**src/rtl/ahb_lite_pkg.sv**
```systemverilog
// Shared AHB-Lite encodings for the manager, the USB satellite and their benches.
package ahb_lite_pkg;

   localparam int unsigned HDATA_W = 32;
   localparam int unsigned CDATA_W = 16;

   typedef enum logic [1:0] {
      IDLE   = 2'b00,
      BUSY   = 2'b01,
      NONSEQ = 2'b10,
      SEQ    = 2'b11
   } htrans_t;

   localparam logic SIZE_BYTE = 1'b0;
   localparam logic SIZE_HALF = 1'b1;

   typedef enum logic {
      RUN     = 1'b0,
      BACKOFF = 1'b1
   } mgr_state_t;

endpackage

```
**src/rtl/ahb_lane_steer.sv**
```systemverilog
// Byte/halfword lane handling: write replication across hwdata and read extraction from hrdata.
module ahb_lane_steer
   import ahb_lite_pkg::*;
(
   input  logic               w_size,
   input  logic [CDATA_W-1:0] wdata,
   input  logic               r_size,
   input  logic [1:0]         r_addr,
   input  logic [HDATA_W-1:0] hrdata,
   output logic [HDATA_W-1:0] hwdata_c,
   output logic [CDATA_W-1:0] rdata_c
);

   always_comb begin
      hwdata_c = {4{wdata[7:0]}};
      rdata_c  = {8'h00, hrdata[{r_addr, 3'b000} +: 8]};
      if (w_size == SIZE_HALF) begin
         hwdata_c = {2{wdata}};
      end
      if (r_size == SIZE_HALF) begin
         rdata_c = hrdata[{r_addr[1], 4'b0000} +: 16];
      end
   end

endmodule

```
**src/rtl/ahb_lite_manager.sv**
```systemverilog
// AHB-Lite manager: accept -> address phase -> data phase pipeline, one in-order response per command.
module ahb_lite_manager
   import ahb_lite_pkg::*;
#(
   parameter int unsigned ADDR_W      = 4,
   parameter int unsigned ERR_BACKOFF = 1
) (
   input  logic               clk,
   input  logic               rst,
   input  logic               cmd_valid,
   output logic               cmd_ready,
   input  logic               cmd_write,
   input  logic [ADDR_W-1:0]  cmd_addr,
   input  logic               cmd_size,
   input  logic [CDATA_W-1:0] cmd_wdata,
   output logic               rsp_valid,
   output logic [CDATA_W-1:0] rsp_rdata,
   output logic               rsp_error,
   output logic               hsel,
   output logic               hwrite,
   output logic               hsize,
   output logic [1:0]         htrans,
   output logic [ADDR_W-1:0]  haddr,
   output logic [HDATA_W-1:0] hwdata,
   input  logic [HDATA_W-1:0] hrdata,
   input  logic               hresp
);

   localparam int unsigned CNT_W = 2;
   localparam logic [CNT_W-1:0] CNT_LOAD = CNT_W'(ERR_BACKOFF - 1);

   mgr_state_t         state_q, state_d;
   logic [CNT_W-1:0]   cnt_q, cnt_d;

   logic               hsel_q, hsel_d;
   htrans_t            htrans_q, htrans_d;
   logic [ADDR_W-1:0]  haddr_q, haddr_d;
   logic               hsize_q, hsize_d;
   logic               hwrite_q, hwrite_d;
   logic [CDATA_W-1:0] ap_wdata_q, ap_wdata_d;
   logic               ap_abort_q, ap_abort_d;

   logic               dp_real_q, dp_real_d;
   logic               dp_abort_q, dp_abort_d;
   logic               dp_write_q, dp_write_d;
   logic               dp_size_q, dp_size_d;
   logic [1:0]         dp_addr_q, dp_addr_d;
   logic [HDATA_W-1:0] hwdata_q, hwdata_d;

   logic               rsp_valid_q, rsp_valid_d;
   logic [CDATA_W-1:0] rsp_rdata_q, rsp_rdata_d;
   logic               rsp_error_q, rsp_error_d;

   logic               accept_c;
   logic               misaligned_c;
   logic               bus_err_c;
   logic               ap_go_c;
   logic [HDATA_W-1:0] wr_lanes_c;
   logic [CDATA_W-1:0] rd_lane_c;

   assign cmd_ready    = ~rst & (state_q == RUN);
   assign accept_c     = cmd_valid & cmd_ready;
   assign misaligned_c = (cmd_size == SIZE_HALF) & cmd_addr[0];
   assign bus_err_c    = dp_real_q & hresp;

   ahb_lane_steer u_steer (
      .w_size   (hsize_q),
      .wdata    (ap_wdata_q),
      .r_size   (dp_size_q),
      .r_addr   (dp_addr_q),
      .hrdata   (hrdata),
      .hwdata_c (wr_lanes_c),
      .rdata_c  (rd_lane_c)
   );

   // Error backoff FSM; a further error while backing off restarts the count.
   always_comb begin
      state_d = state_q;
      cnt_d   = cnt_q;
      unique case (state_q)
         RUN: begin
            if (bus_err_c) begin
               state_d = BACKOFF;
               cnt_d   = CNT_LOAD;
            end
         end
         BACKOFF: begin
            if (bus_err_c) begin
               cnt_d = CNT_LOAD;
            end else if (cnt_q == '0) begin
               state_d = RUN;
            end else begin
               cnt_d = cnt_q - CNT_W'(1);
            end
         end
         default: state_d = RUN;
      endcase
   end

   // A command accepted on the edge that enters BACKOFF is aborted like a misaligned one.
   always_comb begin
      ap_go_c     = accept_c & ~misaligned_c & (state_d == RUN);
      hsel_d      = ap_go_c;
      htrans_d    = ap_go_c ? NONSEQ : IDLE;
      haddr_d     = ap_go_c ? cmd_addr : '0;
      hsize_d     = ap_go_c & cmd_size;
      hwrite_d    = ap_go_c & cmd_write;
      ap_wdata_d  = (ap_go_c & cmd_write) ? cmd_wdata : '0;
      ap_abort_d  = accept_c & ~ap_go_c;

      dp_real_d   = hsel_q;
      dp_abort_d  = ap_abort_q;
      dp_write_d  = hwrite_q;
      dp_size_d   = hsize_q;
      dp_addr_d   = haddr_q[1:0];
      hwdata_d    = (hsel_q & hwrite_q) ? wr_lanes_c : '0;

      rsp_valid_d = dp_real_q | dp_abort_q;
      rsp_error_d = dp_abort_q | bus_err_c;
      rsp_rdata_d = (dp_real_q & ~dp_write_q & ~hresp) ? rd_lane_c : '0;
   end

   always_ff @(posedge clk or posedge rst) begin
      if (rst) begin
         state_q     <= RUN;
         cnt_q       <= '0;
         hsel_q      <= 1'b0;
         htrans_q    <= IDLE;
         haddr_q     <= '0;
         hsize_q     <= 1'b0;
         hwrite_q    <= 1'b0;
         ap_wdata_q  <= '0;
         ap_abort_q  <= 1'b0;
         dp_real_q   <= 1'b0;
         dp_abort_q  <= 1'b0;
         dp_write_q  <= 1'b0;
         dp_size_q   <= 1'b0;
         dp_addr_q   <= '0;
         hwdata_q    <= '0;
         rsp_valid_q <= 1'b0;
         rsp_rdata_q <= '0;
         rsp_error_q <= 1'b0;
      end else begin
         state_q     <= state_d;
         cnt_q       <= cnt_d;
         hsel_q      <= hsel_d;
         htrans_q    <= htrans_d;
         haddr_q     <= haddr_d;
         hsize_q     <= hsize_d;
         hwrite_q    <= hwrite_d;
         ap_wdata_q  <= ap_wdata_d;
         ap_abort_q  <= ap_abort_d;
         dp_real_q   <= dp_real_d;
         dp_abort_q  <= dp_abort_d;
         dp_write_q  <= dp_write_d;
         dp_size_q   <= dp_size_d;
         dp_addr_q   <= dp_addr_d;
         hwdata_q    <= hwdata_d;
         rsp_valid_q <= rsp_valid_d;
         rsp_rdata_q <= rsp_rdata_d;
         rsp_error_q <= rsp_error_d;
      end
   end

   assign hsel      = hsel_q;
   assign htrans    = htrans_q;
   assign haddr     = haddr_q;
   assign hsize     = hsize_q;
   assign hwrite    = hwrite_q;
   assign hwdata    = hwdata_q;
   assign rsp_valid = rsp_valid_q;
   assign rsp_rdata = rsp_rdata_q;
   assign rsp_error = rsp_error_q;

endmodule

```
**config.mk**
```make
export PLATFORM = sky130hd
export DESIGN_NAME = ahb_lite_manager
export DESIGN_NICKNAME = d
export VERILOG_FILES = /design/src/rtl/ahb_lite_pkg.sv /design/src/rtl/ahb_lane_steer.sv /design/src/rtl/ahb_lite_manager.sv
export SDC_FILE = /design/constraint.sdc
export NUM_CORES = 1
export LEC_CHECK = 0
export CORE_MARGIN = 1
export CORE_UTILIZATION = 41
export CTS_BUF_LIST = sky130_fd_sc_hd__clkbuf_16
export CTS_CLUSTER_SIZE = 28
export DETAILED_ROUTE_END_ITERATION = 10
export PLACE_DENSITY = 0.79
export SLEW_MARGIN = 5
export SYNTH_ARGS = -nofsm -noshare
export SYNTH_HDL_FRONTEND = slang
export SYNTH_SLANG_ARGS = --single-unit
```
**constraint.sdc**
```tcl
create_clock -name clk -period 2.6 [get_ports clk]
set_clock_uncertainty 0.05 [all_clocks]
set_input_delay 0.52 -clock clk [delete_from_list [all_inputs] [get_ports clk]]
set_output_delay 0.52 -clock clk [all_outputs]
set_load 0.01 [all_outputs]
```
==> results of run 1 <==
where the power goes:
part / switching [mW] / leakage (nW) / internal, mW
sequential: 0.0643 / 0.923 / 1.12
combinational: 0.160 / 0.809 / 0.232
clock: 0.437 / 0.165 / 0.934
metrics by stage:
stage	worst slack, ps	std cells	hold WS [ps]	util (%)	total power, mW
after global placement	411.9	379	282.1	61.75	1.583
after detailed placement	394.6	379	308.4	61.75	1.593
after CTS	394.6	395	317.4	67.38	2.976
final	392.1	395	311.8	67.38	2.945
after global routing	359.3	395	331.7	67.38	3.066
after floorplan	346.8	211	281.2	-	1.396
area by class of cell:
class                   count  area, um2  share of cell area, %
inverters                   4      15.01                 0.3676
repair buffers            118       1189                  29.11
clock inverters             7      116.4                  2.849
multi-input cells         115      768.2                  18.81
flip-flops and latches     67       1677                  41.05
well taps                  75      93.84                  2.298
clock buffers               9      225.2                  5.515
how the worst max path moves through the flow:
stage / start / to / slack (ps)
floorplan: rst / ap_abort_q / 350
global placement: rst / cmd_ready / 410
detailed placement: rst / cmd_ready / 390
CTS: rst / cmd_ready / 390
global route: hsize / hsize / 360
finish: rst / cmd_ready / 390
layout by cell type (no fill, tap or decap), types with 2 or more instances in the layout:
| cell type | netlist | layout |
|---|---|---|
| clkdlybuf4s50_1 | 0 | 116 |
| dfrtp_1 | 67 | 67 |
| nor2_1 | 21 | 21 |
| and3_1 | 21 | 21 |
| mux2i_1 | 16 | 16 |
| nand2_1 | 11 | 11 |
| or2_2 | 10 | 10 |
| a21oi_1 | 9 | 9 |
| clkbuf_16 | 0 | 9 |
| mux2_2 | 8 | 8 |
| and2_2 | 6 | 6 |
| inv_1 | 4 | 3 |
| and3_2 | 3 | 3 |
| bufinv_16 | 0 | 3 |
| clkinv_2 | 0 | 2 |
registers in the layout, summed over array words and instances (netlist names):
name	flops
ap_wdata_q	16
hwdata	16
rsp_rdata	16
haddr	4
cnt_q	2
dp_addr_q	2
ap_abort_q	1
dp_abort_q	1
dp_real_q	1
dp_size_q	1
dp_write_q	1
hsize	1
htrans	1
hwrite	1
rsp_error	1
rsp_valid	1
state_q	1
cell families (layout without fill, tap and decap cells):
logic type / count (synthesis) / in the layout
AND/OR/NAND/NOR: 78 / 78
flip-flops: 67 / 67
buffers and inverters: 29 / 138
multiplexers: 24 / 24
AO/OA/AOI/OAI: 10 / 10
adder cells (fa/ha/maj): 1 / 1
other: 1 / 1
XOR/XNOR: 1 / 1
layer usage:
layer / up-vias / wire length [um] / global-route usage (%)
li1: 883 / - / -
met1: 860 / 2314 / 21.38
met2: 82 / 2961 / 31.98
met3: 8 / 534 / 4.176
met4: 0 / 99 / 10.00
met5: - / 0 / 0
==> key figures, run 1 <==
Timing
  • RSZ-0062 raised after global routing: no
  • Max-slew violations: 0
  • Worst-Margin Slew: 716.1 ps
  • Final Critical Period: 2208 ps
  • Rel. slew slack: 52.26%
  • Setup TNS: 0 ps
  • Final number of setup-violating endpoints: 0
  • Final hold viol count: 0
  • Period utilization: 84.92%
  • FMAX: 452.9 MHz

Setup path
  • CP dominant cell by count: clkdlybuf4s50_1
  • WP data arrival: 1640 ps
  • Crit path kind: primary input to output port
  • Critical path endpoint category: output port
  • Critical path fanouts, max: 3
  • Worst r2r src: cnt_q[0]
  • Slowest stage cell, crit path: clkdlybuf4s50_1
  • R2R Path End: ap_wdata_q[15]
  • Max incr delay on CP: 540 ps
  • R2R depth: 6
  • CP cell instances: clkdlybuf4s50_1, nor2_1, clkdlybuf4s50_1
  • Buf/Inv on CP: 2
  • Required time of the critical path: 2030 ps
  • Largest delay share family, worst path: buffers and inverters
  • Crit start category: primary input
  • R2R Setup Slk: 880 ps
  • Stages on worst setup path: 3

Power and ir drop
  • Peak VDD IR: 475.1 uV
  • Total power density per cell area: 721.1 mW/mm2
  • Leakage: 1.897 nW

Floorplan
  • Num rows: 28
  • Die footprint: 0.006768 mm2
  • Core area: 0.006061 mm2
  • Vert. Die Dim: 82.27 um
  • Die width: 82.27 um
  • Initial Util: 43.58%
  • Io pins: 118

Drt
  • Vias: 1833
  • Routed vias/inst: 4.641
  • DR iter-0 viols: 52
  • Post-route DRC: 0
  • Number of routed nets with antenna violations: 0
  • Final WL: 5910 um
  • Per-cell routed wire length: 14.96 um
  • Drt first pass iters: 4

Clock network
  • Post_cts resized: 0
  • CTS Sinks: 67
  • H-tree Lvls: 3
  • Post-CTS setup buffer count: 0
  • Worst-path clk slew: 60 ps
  • CTS tree: done
  • Post-CTS Hold Buffers: 0
  • Clk buf depth: 2
  • Worst-Skew Late Latency: 320 ps
  • CTS Buf Count: 9
  • Clk root buf: clkbuf_16

Place
  • Area of placed instances: 0.003742 mm2
  • GP Congestion: 0.7639
  • Port Buf Inserts: 116
  • DP HPWL: 4267 um

Yosys
  • Seq/Total Area, Yosys: 63.48%
  • Synth Area in Compound Gates: 1.990%
  • Mean area per synthesized cell: 12.52 um2
  • Post-synthesis instance total: 211
  • Yosys warnings: 0
  • Synth cell types: 25
  • Post-synth top cells: 67 x dfrtp_1, 21 x and3_1, 21 x nor2_1
  • Post-synth top area share: 63.48%
  • Dominant cells by area after synthesis: dfrtp_1 63%, mux2i_1 6.1%, buf_4 5.4%
  • EDFF count, synth: 0
  • Syn_nets: 270
  • Synth Area in Adders: 0.4737%
  • Asr flop ratio synth: 100.0%
  • Predominant post-synthesis flop cell: dfrtp_1
  • Mapped Area: 0.002641 mm2
  • Leading cell type by number of instances after synthesis: dfrtp_1
  • Simple-gate share of the synthesized area: 16.67%
  • Synthesized flop and latch total: 67
  • Post-synthesis xor/xnor area fraction: 0.3316%
  • Mux share of post-synthesis cell area: 9.474%
  • Area leader, netlist: dfrtp_1
  • Largest family of logic cells by synthesized area: simple AND/OR/NAND/NOR gates

GRT
  • Largest net degree at the start of global routing: 47
  • Vias in the first global route: 1896
  • Global-route wire length before repair: 8976 um
  • Gr usage total: 18.55%
  • Antenna violations before repair: 0
  • Total gr overflow: 0

Cells and area
  • Share of cells above drive strength 1: 15.00%
  • Fill cells: 463
  • Nets: 374
  • # diodes: 0
  • Layout area overhead: 54.62%
  • Final Cell Area: 0.004084 mm2

Worst hold path
  • Worst Hold Depth: 0
  • Hold Path Origin: ap_abort_q
  • Hold Crit Endpoint: dp_abort_q
  • Hold crit path type: register to register

Run status
  • Result of the run: finished, final reports clean

Flow run
  • Number of max-cap violations: 0
Power figures use the tool's default switching activity.
==> run 2, diff against run 1 <==
- CORE_UTILIZATION: 41 -> 37
- PLACE_DENSITY: 0.79 -> 0.75
- clock period: 2.6 -> 1.8 ns (I/O delays scaled with it)
==> run 2 against run 1 <==
Final area grew 1.9%. Via count is 2.9% higher. Routed wire length fell by 0.73%. Sequential share of layout area shrank 0.75 points. Clock power grew 33%. Critical path type is now register to output port. Critical endpoint is now hsel. Power is 41% higher.
==> key figures, run 2 (same netlist as run 1, synthesis figures left out) <==
Timing
  • Final hold viol count: 0 (unchanged)
  • Setup TNS: 0 ps (unchanged)
  • RSZ-0062 raised after global routing: no
  • FMAX: 570.4 MHz
  • Final number of setup-violating endpoints: 0 (unchanged)
  • Max-slew violations: 0 (unchanged)
  • Final Critical Period: 1753 ps
  • Period utilization: 97.41%

GRT
  • Largest net degree at the start of global routing: 68 (+45%)
  • Antenna violations before repair: 0 (unchanged)
  • Gr usage total: 16.98% (-1.6 points)
  • Vias in the first global route: 1941 (+2.4%)
  • Total gr overflow: 0 (unchanged)
  • Global-route wire length before repair: 9232 um (+2.9%)

Power and ir drop
  • NetSw: 943.8 uW (+43%)
  • Leakage: 1.933 nW (+1.9%)
  • Clock share of power: 44.1% (-2.4 points)
  • Comb pwr share: 15.4% (+2.1 points)
  • Peak VDD IR: 518.4 uV (+9.1%)
  • Total power density per cell area: 994.3 mW/mm2 (+38%)
  • Pint: 3.195 mW (+40%)
  • Switching Share: 22.80% (+0.37 points)
  • Total power draw: 4.139 mW (+41%)
  • Flop pwr share: 40.5% (+0.3 points)

Cells and area
  • Layout area overhead: 57.60%
  • Fill cells: 589 (+27%)
  • Commonest non-fill, non-tap cell in the layout: clkdlybuf4s50_1
  • Share of cells above drive strength 1: 17.38% (+2.4 points)
  • Final Cell Area: 0.004163 mm2 (+1.9%)
  • Layout Cells excl Fill: 424 (+7.3%)
  • # diodes: 0 (unchanged)
  • Nets: 382 (+2.1%)
  • Most frequent cells in the layout: 115 x clkdlybuf4s50_1, 66 x dfrtp_1, 21 x nor2_1, 21 x and3_1, 16 x mux2i_1
  • Fin util: 60.93% (-6.4 points)

Place
  • DP HPWL: 4318 um (+1.2%)
  • Port Buf Inserts: 116 (unchanged)
  • GP Congestion: 0.7946 (+4.0%)
  • Placed cells: 406 (+7.1%)
  • Area of placed instances: 0.003830 mm2 (+2.3%)

Clock network
  • Worst-path clk slew: 50 ps (about the same)
  • CTS Buf Count: 9 (unchanged)
  • CTS tree: done
  • Post-CTS Hold Buffers: 0 (unchanged)
  • Worst-Skew Late Latency: 330 ps (about the same)
  • H-tree Lvls: 3 (unchanged)
  • Clk root buf: clkbuf_16
  • CTS Sinks: 67 (unchanged)
  • Clk buf depth: 2 (unchanged)

Setup path
  • Buf/Inv on CP: 1 (-1)
  • WP data arrival: 1340 ps (-300 ps)
  • CP cell instances: clkdlybuf4s50_1
  • Slowest stage cell, crit path: clkdlybuf4s50_1
  • Largest delay share family, worst path: buffers and inverters
  • R2R depth: 4 (-2)
  • R2R Setup Slk: 260 ps (-620 ps)
  • R2R Path End: ap_wdata_q[15]
  • Worst r2r src: state_q
  • Crit start category: register
  • Crit path kind: register to output port
  • Required time of the critical path: 1390 ps (-640 ps)
  • Max incr delay on CP: 570 ps (+30 ps)
  • Critical path endpoint category: output port
  • Critical path fanouts, max: 9 (+6)

Drt
  • Per-cell routed wire length: 13.84 um (-7.5%)
  • Post-route DRC: 0 (unchanged)
  • DR iter-0 viols: 45 (-13%)
  • Vias: 1886 (+2.9%)
  • Routed vias/inst: 4.448 (-4.1%)
  • Number of routed nets with antenna violations: 0 (unchanged)
  • Final WL: 5867 um (-0.73%)
  • Drt first pass iters: 4 (unchanged)

Floorplan
  • Vert. Die Dim: 86.49 um (+5.1%)
  • Die width: 86.49 um (+5.1%)
  • Die footprint: 0.007481 mm2 (+11%)
  • Io pins: 118 (unchanged)
  • Initial Util: 38.66% (-4.9 points)
  • Num rows: 30 (+7.1%)
  • Core area: 0.006832 mm2 (+13%)

Worst hold path
  • Hold Path Origin: ap_abort_q
  • Hold Crit Endpoint: dp_abort_q
  • Hold crit path type: register to register
  • Worst Hold Depth: 0 (unchanged)

Run status
  • Result of the run: finished, final reports clean

Flow run
  • Number of max-cap violations: 0 (unchanged)
run 2: layer usage:
layer | wire length, um | track usage, %
met1 | 2296 | 18.88
met2 | 2985 | 29.58
met3 | 476 | 5.619
met4 | 108 | 7.727
met5 | 0 | 0
run 2: metrics by stage:
stage | setup slack [ps] | hold WS, ps
finish | 46.71 | 295.0
global route | 12.09 | 300.4
CTS | 4.681 | 299.2
detailed placement | -189.9 | 285.6
global placement | -160.6 | 281.8
floorplan | 309.7 | 281.2
run 2: area by class of cell:
cell class / instances / area [um2] / area share, %
clock inverter: 7 / 92.59 / 2.224
multi-input combinational: 115 / 768.2 / 18.46
sequential: 67 / 1678 / 40.31
timing repair buffer: 126 / 1260 / 30.27
clock buffer: 9 / 225.2 / 5.410
tap: 96 / 120.1 / 2.885
inverter: 4 / 18.77 / 0.4509
run 2: how the worst max path moves through the flow:
stage,start,end,slack (ps),cells after the start
floorplan,cnt_q[0],haddr[0],310,6
CTS,htrans[1],hsel,5,1
detailed placement,rst,ap_wdata_q[1],-190,5
finish,htrans[1],hsel,50,1
global route,htrans[1],hsel,10,1
global placement,rst,ap_wdata_q[15],-160,5
run 2: power by group through the flow:
stage / Combinational [mW] / Sequential (mW) / Clock [mW]
finish: 0.637 / 1.68 / 1.82
detailed placement: 0.634 / 1.71 / 0
CTS: 0.636 / 1.68 / 1.87
global route: 0.702 / 1.69 / 1.94
global placement: 0.618 / 1.70 / 0
floorplan: 0.306 / 1.71 / 0
run 2: repair_timing:
| action | CTS | global route |
|---|---|---|
| pin swaps | 0 | 0 |
| gates resized for setup | 2 | 0 |
| endpoints found under the setup margin | 3 | 2 |
| setup buffers | 0 | 2 |
